### src/rtl/apb_master_arbiter_if.sv
`default_nettype none
// ============================================================================
//  Module   : apb_master_arbiter_if
//  Brief    : Requester-side handshake and APB bus bundle for the two-port
//             APB master arbiter. The master modport is the arbiter's view.
//             The slave modport is the environment's view: the requesters
//             plus the APB completer.
//  Revision : 1.0  initial release
// ============================================================================
interface apb_master_arbiter_if #(
    parameter int ADDR_W = 4,
    parameter int DATA_W = 8
);
    // Requester side
    logic [1:0]          req_valid;
    logic [1:0]          req_write;
    logic [2*ADDR_W-1:0] req_addr;
    logic [2*DATA_W-1:0] req_wdata;
    logic [1:0]          req_accept;
    logic [1:0]          rsp_valid;
    logic [DATA_W-1:0]   rsp_rdata;
    logic                rsp_err;

    // APB side
    logic                PSEL;
    logic                PENABLE;
    logic                PWRITE;
    logic [ADDR_W-1:0]   PADDR;
    logic [DATA_W-1:0]   PWDATA;
    logic [DATA_W-1:0]   PRDATA;
    logic                PREADY;

    modport master (
        input  req_valid, req_write, req_addr, req_wdata, PRDATA, PREADY,
        output req_accept, rsp_valid, rsp_rdata, rsp_err,
               PSEL, PENABLE, PWRITE, PADDR, PWDATA
    );

    modport slave (
        output req_valid, req_write, req_addr, req_wdata, PRDATA, PREADY,
        input  req_accept, rsp_valid, rsp_rdata, rsp_err,
               PSEL, PENABLE, PWRITE, PADDR, PWDATA
    );
endinterface
`default_nettype wire

### src/rtl/apb_master_arbiter.sv
`default_nettype none
// ============================================================================
//  Module   : apb_master_arbiter
//  Brief    : Two-requester round-robin arbiter driving a single APB master
//             port (IDLE/SETUP/ACCESS), with an optional wait-state timeout
//             that aborts a stalled transfer and reports it as an error.
//  Revision : 1.0  initial release
// ============================================================================
module apb_master_arbiter #(
    parameter int ADDR_W  = 4,
    parameter int DATA_W  = 8,
    parameter int TIMEOUT = 15
) (
    input  logic                  PCLK,
    input  logic                  PRESETn,
    apb_master_arbiter_if.master  bus
);

    typedef enum logic [1:0] {
        IDLE   = 2'd0,
        SETUP  = 2'd1,
        ACCESS = 2'd2
    } state_t;

    // Timeout fires when the counter shows TIMEOUT-1 earlier low cycles and
    // the current ACCESS cycle also ends with PREADY low.
    localparam bit         c_timeout_en   = (TIMEOUT > 0);
    localparam logic [7:0] c_timeout_last = (TIMEOUT > 0) ? 8'(TIMEOUT - 1) : 8'd0;

    state_t              state_q,      state_d;
    logic                psel_q,       psel_d;
    logic                penable_q,    penable_d;
    logic                pwrite_q,     pwrite_d;
    logic [ADDR_W-1:0]   paddr_q,      paddr_d;
    logic [DATA_W-1:0]   pwdata_q,     pwdata_d;
    logic [1:0]          req_accept_q, req_accept_d;
    logic [1:0]          rsp_valid_q,  rsp_valid_d;
    logic [DATA_W-1:0]   rsp_rdata_q,  rsp_rdata_d;
    logic                rsp_err_q,    rsp_err_d;
    logic [7:0]          wait_cnt_q,   wait_cnt_d;
    logic                owner_q,      owner_d;
    logic                last_q,       last_d;

    logic                w_any_valid;
    logic                w_grant_idx;
    logic                w_arb_go;

    // Round-robin pick: on a conflict the requester not granted last wins,
    // otherwise whichever one is asking.
    always_comb begin
        w_any_valid = |bus.req_valid;
        if (&bus.req_valid) begin
            w_grant_idx = ~last_q;
        end else begin
            w_grant_idx = bus.req_valid[1];
        end
    end

    // Next-state and next-output computation for the whole transfer engine.
    always_comb begin
        state_d      = state_q;
        psel_d       = psel_q;
        penable_d    = penable_q;
        pwrite_d     = pwrite_q;
        paddr_d      = paddr_q;
        pwdata_d     = pwdata_q;
        req_accept_d = 2'b00;
        rsp_valid_d  = 2'b00;
        rsp_rdata_d  = rsp_rdata_q;
        rsp_err_d    = rsp_err_q;
        wait_cnt_d   = wait_cnt_q;
        owner_d      = owner_q;
        last_d       = last_q;
        w_arb_go     = 1'b0;

        case (state_q)
            IDLE: begin
                w_arb_go = w_any_valid;
            end

            SETUP: begin
                state_d    = ACCESS;
                penable_d  = 1'b1;
                wait_cnt_d = 8'd0;
            end

            ACCESS: begin
                if (bus.PREADY) begin
                    rsp_valid_d[owner_q] = 1'b1;
                    rsp_rdata_d          = pwrite_q ? '0 : bus.PRDATA;
                    rsp_err_d            = 1'b0;
                    if (w_any_valid) begin
                        w_arb_go = 1'b1;
                    end else begin
                        state_d   = IDLE;
                        psel_d    = 1'b0;
                        penable_d = 1'b0;
                    end
                end else if (c_timeout_en && (wait_cnt_q == c_timeout_last)) begin
                    // Abort: pending requests wait until IDLE re-arbitrates.
                    state_d              = IDLE;
                    psel_d               = 1'b0;
                    penable_d            = 1'b0;
                    rsp_valid_d[owner_q] = 1'b1;
                    rsp_rdata_d          = '0;
                    rsp_err_d            = 1'b1;
                end else if (wait_cnt_q != 8'hFF) begin
                    wait_cnt_d = wait_cnt_q + 8'd1;
                end
            end

            default: begin
                state_d   = IDLE;
                psel_d    = 1'b0;
                penable_d = 1'b0;
            end
        endcase

        // Grant: capture the winner's request and open a SETUP phase.
        if (w_arb_go) begin
            state_d                   = SETUP;
            psel_d                    = 1'b1;
            penable_d                 = 1'b0;
            pwrite_d                  = bus.req_write[w_grant_idx];
            paddr_d                   = w_grant_idx ? bus.req_addr[2*ADDR_W-1:ADDR_W]
                                                    : bus.req_addr[ADDR_W-1:0];
            pwdata_d                  = w_grant_idx ? bus.req_wdata[2*DATA_W-1:DATA_W]
                                                    : bus.req_wdata[DATA_W-1:0];
            req_accept_d[w_grant_idx] = 1'b1;
            owner_d                   = w_grant_idx;
            last_d                    = w_grant_idx;
        end
    end

    // State and registered outputs; reset leaves requester 0 first in line.
    always_ff @(posedge PCLK or negedge PRESETn) begin
        if (!PRESETn) begin
            state_q      <= IDLE;
            psel_q       <= 1'b0;
            penable_q    <= 1'b0;
            pwrite_q     <= 1'b0;
            paddr_q      <= '0;
            pwdata_q     <= '0;
            req_accept_q <= 2'b00;
            rsp_valid_q  <= 2'b00;
            rsp_rdata_q  <= '0;
            rsp_err_q    <= 1'b0;
            wait_cnt_q   <= 8'd0;
            owner_q      <= 1'b0;
            last_q       <= 1'b1;
        end else begin
            state_q      <= state_d;
            psel_q       <= psel_d;
            penable_q    <= penable_d;
            pwrite_q     <= pwrite_d;
            paddr_q      <= paddr_d;
            pwdata_q     <= pwdata_d;
            req_accept_q <= req_accept_d;
            rsp_valid_q  <= rsp_valid_d;
            rsp_rdata_q  <= rsp_rdata_d;
            rsp_err_q    <= rsp_err_d;
            wait_cnt_q   <= wait_cnt_d;
            owner_q      <= owner_d;
            last_q       <= last_d;
        end
    end

    assign bus.PSEL       = psel_q;
    assign bus.PENABLE    = penable_q;
    assign bus.PWRITE     = pwrite_q;
    assign bus.PADDR      = paddr_q;
    assign bus.PWDATA     = pwdata_q;
    assign bus.req_accept = req_accept_q;
    assign bus.rsp_valid  = rsp_valid_q;
    assign bus.rsp_rdata  = rsp_rdata_q;
    assign bus.rsp_err    = rsp_err_q;

endmodule
`default_nettype wire

### src/flat_wrapper.sv
// flat-port wrapper written by rule: the top's interface ports become plain ports
module apb_master_arbiter_flat 
#(
    parameter int ADDR_W  = 4,
    parameter int DATA_W  = 8,
    parameter int TIMEOUT = 15
)
  (PCLK, PRESETn, bus_req_valid, bus_req_write, bus_req_addr, bus_req_wdata, bus_PRDATA, bus_PREADY, bus_req_accept, bus_rsp_valid, bus_rsp_rdata, bus_rsp_err, bus_PSEL, bus_PENABLE, bus_PWRITE, bus_PADDR, bus_PWDATA);
  apb_master_arbiter_if #(.ADDR_W(ADDR_W), .DATA_W(DATA_W)) bus_i ();
  input  logic PCLK;
  input  logic PRESETn;
  input wire logic [$bits(bus_i.req_valid)-1:0] bus_req_valid;
  input wire logic [$bits(bus_i.req_write)-1:0] bus_req_write;
  input wire logic [$bits(bus_i.req_addr)-1:0] bus_req_addr;
  input wire logic [$bits(bus_i.req_wdata)-1:0] bus_req_wdata;
  input wire logic [$bits(bus_i.PRDATA)-1:0] bus_PRDATA;
  input wire logic [$bits(bus_i.PREADY)-1:0] bus_PREADY;
  output wire logic [$bits(bus_i.req_accept)-1:0] bus_req_accept;
  output wire logic [$bits(bus_i.rsp_valid)-1:0] bus_rsp_valid;
  output wire logic [$bits(bus_i.rsp_rdata)-1:0] bus_rsp_rdata;
  output wire logic [$bits(bus_i.rsp_err)-1:0] bus_rsp_err;
  output wire logic [$bits(bus_i.PSEL)-1:0] bus_PSEL;
  output wire logic [$bits(bus_i.PENABLE)-1:0] bus_PENABLE;
  output wire logic [$bits(bus_i.PWRITE)-1:0] bus_PWRITE;
  output wire logic [$bits(bus_i.PADDR)-1:0] bus_PADDR;
  output wire logic [$bits(bus_i.PWDATA)-1:0] bus_PWDATA;
  assign bus_i.req_valid = bus_req_valid;
  assign bus_i.req_write = bus_req_write;
  assign bus_i.req_addr = bus_req_addr;
  assign bus_i.req_wdata = bus_req_wdata;
  assign bus_i.PRDATA = bus_PRDATA;
  assign bus_i.PREADY = bus_PREADY;
  assign bus_req_accept = bus_i.req_accept;
  assign bus_rsp_valid = bus_i.rsp_valid;
  assign bus_rsp_rdata = bus_i.rsp_rdata;
  assign bus_rsp_err = bus_i.rsp_err;
  assign bus_PSEL = bus_i.PSEL;
  assign bus_PENABLE = bus_i.PENABLE;
  assign bus_PWRITE = bus_i.PWRITE;
  assign bus_PADDR = bus_i.PADDR;
  assign bus_PWDATA = bus_i.PWDATA;
  apb_master_arbiter #(.ADDR_W(ADDR_W), .DATA_W(DATA_W), .TIMEOUT(TIMEOUT)) u_core (.PCLK(PCLK), .PRESETn(PRESETn), .bus(bus_i));
endmodule
### config.mk
export PLATFORM = sky130hd
export DESIGN_NAME = apb_master_arbiter_flat
export DESIGN_NICKNAME = d
export VERILOG_FILES = /design/src/rtl/apb_master_arbiter_if.sv /design/src/rtl/apb_master_arbiter.sv /design/src/flat_wrapper.sv
export SDC_FILE = /design/constraint.sdc
export NUM_CORES = 1
export LEC_CHECK = 0
export CORE_ASPECT_RATIO = 1.5
export CORE_MARGIN = 2
export CORE_UTILIZATION = 44
export DETAILED_ROUTE_END_ITERATION = 8
export PLACE_DENSITY_LB_ADDON = 0.25
export SLEW_MARGIN = 20
export SYNTH_ARGS = -nofsm -noshare
export SYNTH_HDL_FRONTEND = slang
export SYNTH_SLANG_ARGS = --single-unit
### constraint.sdc
create_clock -name PCLK -period 2.2 [get_ports PCLK]
set_clock_uncertainty 0.15 [all_clocks]
set_input_delay 0.33 -clock PCLK [delete_from_list [all_inputs] [get_ports PCLK]]
set_output_delay 0.33 -clock PCLK [all_outputs]
set_load 0.03 [all_outputs]
-- Word level (Yosys, flattened, before mapping)
Index checks and enable logic that the tools add are counted.
- add/subtract/negate cells: 1
- order comparisons: 4
- equality and inequality tests: 11
- mux-type cells: 37
- bitwise operators: 1
- reductions and logical operators: 12
- operator list (operator ; count):
    $mux 8 ; 7
    $mux 2 ; 8
    $pmux 8 s2 ; 1
    $mux 1 ; 14
    $add 8x1->8 const B ; 1
    $eq 8x4->1 const B ; 1
    $ne 8x8->1 const B ; 1
    $ne 2x1->1 const B ; 3
    $pmux 2 s3 ; 1
    $reduce_and 3->1 ; 2
    $lt 1x2->1 const B ; 2
    $mux 4 ; 1
    $ne 2x2->1 const B ; 2
    $ne 4x2->1 const B ; 1
    $ne 4x4->1 const B ; 1
    $pmux 1 s2 ; 2
    $reduce_and 2->1 ; 2
    $reduce_and 4->1 ; 1
    $reduce_bool 2->1 ; 2
    $reduce_or 2->1 ; 2
    $pmux 1 s3 ; 1
    $demux 1 s1 ; 2
    $eq 2x1->1 const B ; 1
    $eq 2x2->1 const B ; 1
    other kinds (4) ; 6
- flip-flop bits (word level): 40
- input port bits: 39
- output and inout port bits: 28
- logic and storage cells: 79

-- Logic depth before layout (Yosys ltp)
- depth in word-level cells: 7
- depth in mapped cells: 7

-- Worst setup path before layout
No wires, ideal clock.
- kind: reg2reg
- from: register u_core.state_q[1]
- to: register u_core.wait_cnt_q[7]
- arrival: 1490 ps
- path slack: 421 ps
- cell stages (with the launch flop): 6
- buffers on the path: 1
- period minus slack after synthesis: 1779 ps
- cells stage by stage: dfrtp_1 nor3b_2 o21ai_2 buf_4 o311ai_0 o31ai_1
- word-level cells in the longest chain between the ends: 3
- elaborated cells between the ends (all ways): 8
- classes of those cells: 5 x eq/ne; 1 x mux; 2 x reduce/logical
- ends and longest elaborated chain (element ; RTL line ; source):
    from (decl) ; apb_master_arbiter.sv:30 ; state_t state_q, state_d;
    from (signal assigned) ; apb_master_arbiter.sv:152 ; state_q <= state_d;
    $eq 2x2->1 / $eq 2x1->1 (equally long branches) ; apb_master_arbiter.sv:76 ; case (state_q)
    $ne 2x2->1 (no source line), or another cell as far along ; -- ;
    $reduce_and 4->1 (no source line) ; -- ;
    to (signal assigned) ; apb_master_arbiter.sv:162 ; wait_cnt_q <= wait_cnt_d;
    to (decl) ; apb_master_arbiter.sv:40 ; logic [7:0] wait_cnt_q, wait_cnt_d;
Parallel ways exist; a longest one is shown, timed or not.
A chain may end at the register's enable or synchronous reset.

==> summary.txt <==
Run status
  • Outcome: complete, no violations

Critical path
  • Worst path top cell family by delay: buffers and inverters
  • Crit path kind: reg -> out
  • Crit path launch type: register
  • CP max FO: 9
  • Buf/Inv on CP: 1
  • Critical Path RT: 1.72 ns
  • Crit end category: output pin
  • Worst Path Arrival: 1.52 ns
  • CP max stage delay: 0.73 ns
  • Slowest cell on the critical path: clkdlybuf4s50_1
  • Flop2flop setup slack: 0.22 ns
  • CP Cell Sequence: clkdlybuf4s50_1

Clock network
  • Clock root cell: clkbuf_8
  • Clk_lat worst skew: 0.29 ns
  • Post-CTS setup buffer count: 0
  • Number of CTS-inserted buffers: 5
  • Bufs on Longest Clock Path: 2
  • CTS clk-pin slew, worst paths: 0.08 ns
  • CTS sink cnt: 39
  • CTS tree: yes
  • CTS H-tree depth: 2

Route
  • Final wirelength: 4330 µm
  • Starting DRT DRC Count: 23
  • Drt pass-1 iters: 5
  • Antenna Nets Post-Route: 0
  • Residual DRC: 0
  • Drt wl/cell: 16.0 µm
  • DR vias: 1533
  • DR vias/cell: 5.66

Place
  • Buffers on Ports: 66
  • Worst slack at placement: 0.0342 ns
  • GPL Wtd Cong: 0.881
  • Post-DP HPWL: 3300 µm

Synthesis
  • Post-Syn Instances: 150
  • Synth Area in Adders: 1.41%
  • Mapped cell area: 1770 µm²
  • Synth Area in Compound Gates: 27.0%
  • Async SR Flop Fraction: 100%
  • Seq/Total Area, Yosys: 55.1%
  • Ys Warns: 0
  • Xor and xnor fraction of the mapped netlist area: 0%
  • Post-synth EDFFs: 0
  • Syn Nets: 191
  • Synthesis-stage register bit count: 39
  • Avg Cell Area, Syn: 11.8 µm²
  • Post-synthesis simple-gate area fraction: 11.0%
  • Distinct cell type count after synthesis: 34
  • Post-synth top flop: dfrtp_1
  • Mux contribution to synthesized area: 1.13%
  • Main combinational cell family by area after synthesis: compound AO/OA/AOI/OAI gates

STA
  • Setup TNS: 0 ns
  • Worst setup margin: 0.197 ns
  • Slew Viols, Final: 0
  • Hold Slack: 0.280 ns
  • Period utilisation layout: 91.1%
  • Tmin final: 2.00 ns
  • Final hold vios: 0
  • Final setup viols: 0
  • Slew headroom: 65.1%
  • Unrepaired setup endpoints after global routing: false
  • Achievable Freq: 499 MHz
  • Slew of the pin with the lowest slew margin: 0.521 ns

Power
  • Peak VDD IR: 1.06 mV
  • Total power draw: 0.00346 W
  • Pwr Density: 1330 nW/µm²
  • Leakage power: 1.17 nW

Die
  • Die width: 55.8 µm
  • Row count: 28
  • DIE AREA: 4560 µm²
  • Die Ht: 81.7 µm
  • Starting Density: 45.2%
  • Boundary Pins: 67
  • Core Area: 3920 µm²

Global routing
  • GRT overflow: 0
  • First-pass GRT wire length: 7220 µm
  • Vias in the first global route: 1610
  • Largest net degree at the start of global routing: 18
  • Gr usage total: 20.3%
  • Initial antenna violation count: 0

Final layout
  • Area Growth Syn to Fin: 46.7%
  • Nets: 266
  • Most frequent cells in the layout: clkdlybuf4s50_1 (65), dfrtp_1 (38), a22o_1 (21)
  • Final-layout fill cell count: 310
  • N_diodes: 0
  • Layout Utilization: 66.3%
  • Commonest non-fill, non-tap cell in the layout: clkdlybuf4s50_1
  • Share of cells above drive strength 1: 11.1%

Min path
  • Hold Crit Class: reg -> reg

Run
  • Max cap viols: 0
==> per-stage QoR <==
step	instance area, µm²	instances
detailed placement	2500	262
CTS	2590	271
global placement	2500	262
finish	2600	271
floorplan	1770	150
global route	2600	271
==> state kept, by name (all words and copies together), names as in the netlist <==
register,flops
u_core.bus.PWDATA,8
u_core.bus.rsp_valid,2
u_core.bus.PSEL,1
u_core.bus.PWRITE,1
u_core.bus.PADDR,4
u_core.bus.req_accept,2
u_core.bus.rsp_err,1
u_core.bus.rsp_rdata,8
u_core.owner_q,1
u_core.state_q,2
u_core.last_q,1
u_core.wait_cnt_q,8
==> cells by family after synthesis <==
kind of cell / count (synthesis)
compound gates: 59
fa+ha+maj: 2
buf+inv: 15
flops: 39
mux: 2
simple gates: 33
==> layout make-up <==
type	instances	area (µm²)	share of cell area, %
multi-input combinational	96	727	27.9
tap	45	56.3	2.16
sequential	39	977	37.6
clock buffer	6	72.6	2.79
clock inverter	2	12.5	0.481
timing repair buffer	75	726	27.9
inverter	8	30.0	1.15
==> synthesized netlist by cell type (2+ instances only) <==
cell type,instances,area share [%]
a21o_1,14,5.9
a21oi_1,4,1.1
a22o_1,21,10
dfrtp_1,38,54
nor3b_2,2,1.4
buf_4,2,0.85
inv_1,8,1.7
o211ai_1,5,2.1
o311ai_0,4,2.0
ha_1,2,1.4
buf_2,4,1.1
mux2i_1,2,1.1
nand2_1,10,2.1
nor2_1,5,1.1
nand3_1,4,1.1
and4_4,2,1.3
a31oi_1,2,0.71
or4_1,5,2.1
==> final timing paths <==
kind / start / depth (start not counted) / endpoint
min in group asynchronous: PRESETn / 2 / u_core.wait_cnt_q[3]
worst min-delay path: u_core.owner_q / 1 / u_core.bus.rsp_valid[0]
worst max register to register: u_core.wait_cnt_q[0] / 6 / u_core.wait_cnt_q[5]
max in group asynchronous: PRESETn / 3 / u_core.last_q
worst min register to register: u_core.owner_q / 1 / u_core.bus.rsp_valid[0]
worst max-delay path: u_core.state_q[1] / 1 / bus_PENABLE
==> what timing repair did <==
action	CTS	global route
endpoints found under the setup margin	0	4
hold endpoints to repair	14	0
resized for setup	0	1
hold buffers	1	0
==> worst reg2reg max path, stage by stage (launching register included) <==
cell and delay, ns:
dfrtp_1 0.47, inv_1 0.07, ha_1 0.19, nand4b_1 0.19
o21ai_4 0.17, or4_1 0.55, o211ai_1 0.10
==> power by group <==
part | leakage, nW | switching, W | internal (W)
sequential | 0.494 | 0.000249 | 0.00102
clock | 0.0412 | 0.000249 | 0.000221
combinational | 0.635 | 0.000925 | 0.000803
==> per-layer routing <==
layer	up-vias	part of all wire [%]	GRT usage, %
met5	-	0	0
li1	724	-	-
met1	748	38	22.0
met3	9	6.2	5.35
met2	52	54	36.9
met4	0	1.7	9.76
No activity file was read; power rests on OpenSTA's default activity.
